### src/rtl/branch_resolve.sv
// EX-stage branch resolution: detects mispredicts, issues a one-cycle fetch
// redirect, trains a table of 2-bit direction counters and keeps branch statistics.
module branch_resolve #(
  parameter int WIDTH       = 32,
  parameter int BHT_ENTRIES = 16
) (
  input  logic             clk,
  input  logic             rst_n,
  input  logic             ex_valid,
  input  logic             ex_branch,
  input  logic [WIDTH-1:0] ex_pc,
  input  logic [WIDTH-1:0] ex_target,
  input  logic             compare_result,
  input  logic             ex_pred_taken,
  input  logic [WIDTH-1:0] ex_pred_target,
  input  logic             stall,
  input  logic [WIDTH-1:0] if_pc,
  output logic             if_pred_taken,
  output logic             redirect_valid,
  output logic [WIDTH-1:0] redirect_pc,
  output logic [31:0]      branch_cnt,
  output logic [31:0]      mispred_cnt
);

  localparam int IDX_W = $clog2(BHT_ENTRIES);

  logic             redirect_valid_q, redirect_valid_d;
  logic [WIDTH-1:0] redirect_pc_q, redirect_pc_d;
  logic [31:0]      branch_cnt_q, branch_cnt_d;
  logic [31:0]      mispred_cnt_q, mispred_cnt_d;
  logic [1:0]       bht_q [BHT_ENTRIES];
  logic [1:0]       bht_d [BHT_ENTRIES];

  logic             resolve;
  logic             actual_taken;
  logic             mispredict;
  logic [WIDTH-1:0] correct_pc;
  logic [IDX_W-1:0] ex_idx;
  logic [IDX_W-1:0] if_idx;
  logic             unused_if_pc;

  assign ex_idx       = ex_pc[IDX_W+1:2];
  assign if_idx       = if_pc[IDX_W+1:2];
  assign unused_if_pc = ^if_pc;

  // A branch arriving while a redirect is pending is on the wrong path.
  assign resolve      = ex_valid && ex_branch && !stall && !redirect_valid_q;
  assign actual_taken = compare_result;
  assign correct_pc   = actual_taken ? ex_target : ex_pc + WIDTH'(4);
  assign mispredict   = (actual_taken != ex_pred_taken) ||
                        (actual_taken && ex_pred_taken && (ex_pred_target != ex_target));

  always_comb begin
    redirect_valid_d = 1'b0;
    redirect_pc_d    = redirect_pc_q;
    branch_cnt_d     = branch_cnt_q;
    mispred_cnt_d    = mispred_cnt_q;
    bht_d            = bht_q;
    if (resolve) begin
      if (branch_cnt_q != 32'hFFFF_FFFF) branch_cnt_d = branch_cnt_q + 32'd1;
      if (mispredict) begin
        redirect_valid_d = 1'b1;
        redirect_pc_d    = correct_pc;
        if (mispred_cnt_q != 32'hFFFF_FFFF) mispred_cnt_d = mispred_cnt_q + 32'd1;
      end
      if (actual_taken) begin
        if (bht_q[ex_idx] != 2'b11) bht_d[ex_idx] = bht_q[ex_idx] + 2'd1;
      end else begin
        if (bht_q[ex_idx] != 2'b00) bht_d[ex_idx] = bht_q[ex_idx] - 2'd1;
      end
    end
  end

  always_ff @(posedge clk or negedge rst_n) begin
    if (!rst_n) begin
      redirect_valid_q <= 1'b0;
      redirect_pc_q    <= '0;
      branch_cnt_q     <= '0;
      mispred_cnt_q    <= '0;
      for (int i = 0; i < BHT_ENTRIES; i++) bht_q[i] <= 2'b01;
    end else begin
      redirect_valid_q <= redirect_valid_d;
      redirect_pc_q    <= redirect_pc_d;
      branch_cnt_q     <= branch_cnt_d;
      mispred_cnt_q    <= mispred_cnt_d;
      bht_q            <= bht_d;
    end
  end

  // Reads see the registered table, so a same-cycle write shows up next cycle.
  assign if_pred_taken  = bht_q[if_idx][1];
  assign redirect_valid = redirect_valid_q;
  assign redirect_pc    = redirect_pc_q;
  assign branch_cnt     = branch_cnt_q;
  assign mispred_cnt    = mispred_cnt_q;

endmodule
### config.mk
export PLATFORM = sky130hd
export DESIGN_NAME = branch_resolve
export DESIGN_NICKNAME = d
export VERILOG_FILES = /design/src/rtl/branch_resolve.sv
export SDC_FILE = /design/constraint.sdc
export NUM_CORES = 1
export LEC_CHECK = 0
export BUFFER_PORTS_ARGS = -buffer_cell sky130_fd_sc_hd__buf_4
export CAP_MARGIN = 20
export CORE_ASPECT_RATIO = 1.25
export CORE_MARGIN = 3
export CORE_UTILIZATION = 35
export CTS_BUF_LIST = sky130_fd_sc_hd__clkbuf_16
export DETAILED_ROUTE_END_ITERATION = 7
export PLACE_DENSITY_LB_ADDON = 0.12
export SYNTH_ARGS = -nofsm -noshare
export SYNTH_HDL_FRONTEND = slang
export SYNTH_SLANG_ARGS = --single-unit
### constraint.sdc
create_clock -name clk -period 4.65 [get_ports clk]
set_input_delay 0.2325 -clock clk [delete_from_list [all_inputs] [get_ports clk]]
set_output_delay 0.2325 -clock clk [all_outputs]
set_load 0.005 [all_outputs]
Yosys cells after proc, flatten, opt, wreduce, memory -nomap -nowiden
Cells that the tools add are included.

Register bits after elaboration: 129. Input bits: 135. Word-level logic and storage cells: 67.

Add/subtract/negate cells: 5. $lt $le $gt $ge: 3. Equality and inequality tests: 6. Multiplexer cells: 16. Bitwise logic cells: 2. Reductions and logical operators: 15.

Operators with widths (number): $mux 32 (4); $add 32x1->32 const B (2); $bwmux 32 (2); $ne 32x32->1 const B (2); $add 32x3->32 const B (1); $ne 32x32->1 (1); $bmux 2 s4 (2); $ge 5x5->1 const B (2); $mux 2 (5); $not 4->5 (2); $demux 2 s4 (1); $logic_and 1x1->1 (6); $reduce_and 3->1 (2); $lt 5x1->1 const B (1); $reduce_and 2->1 (2); $reduce_bool 2->1 (2); $add 2x1->2 const B (1); $logic_not 1->1 (2); $mux 1 (2); $ne 2x1->1 const B (1); $ne 2x2->1 const B (1); $sub 2x1->2 const B (1); $logic_or 1x1->1 (1); $ne 1x1->1 (1).

Longest topological paths before layout
Depth after elaboration: 8. Depth in mapped cells: 13. Mapped depth without buffers: 11.

Worst setup path before layout
OpenSTA, ideal clock, no wires.

Kind: in2reg. Start point: input ex_pc[3]. End point: register bht_q[11] in the netlist's numbering. Library setup time: 0.065 ns. Arrival: 2.680 ns. Required time: 4.585 ns. Path slack: 1.905 ns. Stages on the path: 10. Cell sequence: buf_1 mux4_2 mux2_2 o21ai_0 inv_1 buf_2 ha_1 xnor2_1 clkbuf_1 mux2_2.

Word-level cells in the longest chain between the ends: 8.

RTL lines: start, declared (line 11) `input logic [WIDTH-1:0] ex_pc,`; $not 4->5 (implied by the code) * (line 67, 69); $bmux 2 s4 (tied with other cells) (line 67, 69); $mux 2 (implied by the code) or $logic_and 1x1->1 (tied branches) (line 67, 69); $mux 2 (implied by the code) (line 67, 69); $sub 2x1->2 (tied with other cells) (line 69) `if (bht_q[ex_idx] != 2'b00) bht_d[ex_idx] = bht_q[ex_idx] - 2'd1;`; $bwmux 32, on equally long branches (line 69, 67); $mux 32, on equally long branches (line 69, 67); $mux 32 (line 66) `if (actual_taken) begin`; end signal, assigned (line 86) `bht_q <= bht_d;`; end, declared (line 31) `logic [1:0] bht_q [BHT_ENTRIES];`.

Mark *: on every way between the ends. The rest lies on a longest branch, timed or not. The select of a mux whose other input is x is not followed. A chain may end at the register's enable or synchronous reset.

==> results.json <==
{
  "min_period_ns": 3.005,
  "cts_buffers": 17,
  "synthesis.area_um2": 7197,
  "syn-num-nets": 856,
  "antenna_found_initial": 0,
  "power_density_nw_per_um2": 354.0,
  "route.top_layer_used": "met4",
  "synthCells": 712,
  "synth_commonest_cells": "113 x dfrtp_1, 102 x nand2_1, 63 x xnor2_1, 59 x xor2_1, 49 x nor2_1",
  "grt_max_degree": 60,
  "die_h_um": 166.3,
  "maxSlewViolCount": 0,
  "skew_ns": 0.008623,
  "num_io_pins": 233,
  "internal_power_mw": 2.445,
  "worst-path-max-fanout": 17,
  "cp_common_cell": "mux2_2",
  "synth_ff_type": "dfrtp_1",
  "dr_wl_met3_mm": 1.056,
  "dr.pass1.iters": 4,
  "synth_area_leaders": "dfrtp_1 39%, xnor2_1 7.7%, xor2_1 7.2%, dfstp_2 5.8%, nand2_1 5.3%",
  "power.share.combinational": 0.197,
  "netSwitchingPower_mw": 0.9562,
  "fin_util": 0.4762,
  "multi_input_area_um2": 3797,
  "drt-initial-drc-count": 210,
  "finalPower_mw": 3.402,
  "rsz0062_at_grt": "false",
  "synth_seq_cells": 129,
  "cts-resized-gates": 0,
  "fmax_mhz": 332.8,
  "routed_wl_mm": 20.66,
  "portBuffers": 204,
  "dieArea_um2": 22330,
  "row_count": 58,
  "wl_met2_mm": 10.64,
  "place_inst": 1168,
  "start_util": 0.3567,
  "tritoncts": "done",
  "synth_seq_area_share": 0.4513,
  "grt_pass1_vias": 5919,
  "ys_warn_count": 0,
  "grt.total_usage": 0.1885,
  "ff_latch_area_um2": 3248,
  "wl_met1_mm": 8.790,
  "switching_share": 0.2811,
  "tns_ns": 0,
  "drcViolationCount": 0,
  "crit_slowest_cell": "mux4_2",
  "critical_path_required_ns": 4.96,
  "wl_per_cell_um": 17.19,
  "hp-class": "input pin to flop",
  "grt_pass1_wl_mm": 32.96,
  "max-cap-violations": 0,
  "final_area_um2": 9608,
  "fillers": 1990,
  "max_slew.worst_pin.slew_ns": 1.005,
  "antenna_left": 0,
  "status": "finished clean",
  "cp.arrival_ns": 3.32,
  "htreeDepth": 4,
  "die_x_um": 134.3,
  "clock-root-buffer": "clkbuf_16",
  "grt.overflow.total": 0,
  "ir_drop_v": 0.0002557,
  "nets": 1062,
  "instances_no_fill": 1202,
  "crit_type": "flop to flop",
  "avgSynthCellArea_um2": 10.11,
  "placed_cell_area_um2": 9012,
  "slew_headroom": 0.3295,
  "syn2layout_area_growth_pct": 33.50,
  "finalHoldViolations": 0,
  "clock_sinks": 129,
  "crit_family": "multiplexers",
  "cp-end-kind": "flop",
  "synthArstFlopShare": 1.000,
  "critical_path.cell_chain": "mux4_2, mux2_2, o21ai_0, inv_1, ha_1, mux2i_1, and3_1, nand2_1, mux2_2",
  "ys_types": 49,
  "reg2reg_slack_ns": 1.65,
  "vias": 5860,
  "synth_enable_flop_cells": 0,
  "yosysTopAreaCellShare": 0.3929,
  "leakage_nw": 4.484,
  "synth.most_common_cell": "dfrtp_1",
  "p_clk_frac": 0.389,
  "yosysTopAreaCell": "dfrtp_1",
  "crit_buf_inv": 1,
  "max_stage_delay_ns": 0.45,
  "via_per_inst": 4.875,
  "finalCritPeriodShare": 0.6462,
  "core_area_um2": 20170,
  "insertion_delay_ns": 0.42,
  "cp-start-kind": "flop",
  "clockBufferDepth": 2,
  "setup_viol": 0,
  "sequentialPowerShare": 0.414,
  "cts.reportedPaths.clkPinSlew_ns": 0.06,
  "gp_congestion": 0.8049,
  "place_hpwl_mm": 15.92,
  "drive_above_1_share": 0.3351
}
==> metrics by stage <==
step,worst slack (ns),hold slack (ns)
after floorplan,1.905,-0.06309
after global placement,1.440,0.3728
after detailed placement,1.405,0.3738
after CTS,1.624,0.09117
after global routing,1.382,0.1051
final,1.645,0.1029
==> power by group through the flow <==
stage | Sequential [mW] | Clock (mW) | Combinational, mW
finish | 1.41 | 1.32 | 0.671
global route | 1.43 | 1.41 | 0.749
global placement | 1.42 | 0 | 0.681
CTS | 1.41 | 1.36 | 0.687
floorplan | 1.41 | 0 | 0.283
detailed placement | 1.43 | 0 | 0.684
==> repair_timing <==
| action | 4_1_cts | 5_1_grt |
|---|---|---|
| buffers inserted | 0 | 0 |
| hold buffers | 1 | 0 |
| hold endpoints to repair | 57 | 0 |
==> layout make-up <==
cell class | instances | area share
repair buffers | 211 | 0.1651
inverters | 14 | 0.005469
clock inverters | 15 | 0.01641
well taps | 270 | 0.03516
diodes | 1 | 0.0002605
clock buffers | 17 | 0.04428
flip-flops and latches | 129 | 0.3381
multi-input cells | 545 | 0.3952
==> cell usage in the layout, fill, tap and decap left out, types with 3 or more instances in the layout <==
cell type / n
nor4b_1: 6
and2_1: 4
nor3_1: 27
dfstp_2: 16
inv_1: 14
nand2_1: 102
a21oi_1: 20
mux2i_1: 11
and4_1: 5
dfrtp_1: 113
and3_1: 8
ha_1: 9
nor2b_1: 3
mux4_2: 14
nor2_1: 49
mux2_2: 21
or2_2: 3
inv_6: 4
clkinv_4: 3
nand4_1: 27
xnor2_1: 63
nand3_1: 30
nor4_1: 9
o21ai_0: 46
clkinvlp_4: 3
clkbuf_16: 17
xor2_1: 59
nor3b_1: 3
buf_4: 210
==> cell families (layout without fill, tap and decap cells) <==
family / Yosys count / in the layout / synth area share
AO/OA/AOI/OAI: 72 / 72 / 0.05494
XOR/XNOR: 122 / 122 / 0.1485
adder cells (fa/ha/maj): 9 / 9 / 0.01565
buffers and inverters: 38 / 257 / 0.02225
flip-flops: 129 / 129 / 0.4513
multiplexers: 47 / 47 / 0.09353
other: 0 / 1 / 0
AND/OR/NAND/NOR: 295 / 295 / 0.2138
==> layer usage <==
metal,vias to the layer above,GRT usage
li1,2890,-
met1,2822,0.2439
met2,130,0.3212
met3,18,0.04030
met4,0,0.04739
met5,-,0
==> worst reg2reg max path, delay by kind of cell, from the launching register on <==
kind | cells | cell delay (ns)
adders and majority gates | 1 | 0.29
DFF | 1 | 0.37
muxes | 4 | 1.25
and+or+nand+nor | 2 | 0.45
AOI/OAI and AO/OA | 1 | 0.26
buffers and inverters | 1 | 0.29
==> worst paths after layout <==
path | endpoint | cells after the start | start
max in group asynchronous | asynchronous set/reset pin | 3 | rst_n
min in group asynchronous | branch_cnt[4] | 2 | rst_n
max | bht_q[17] | 9 | flop
min | redirect_pc[0] | 3 | ex_pc[0]
max reg2reg | bht_q[17] | 9 | flop
min reg2reg | flop | 2 | flop
No activity file was read; power rests on OpenSTA's default activity.
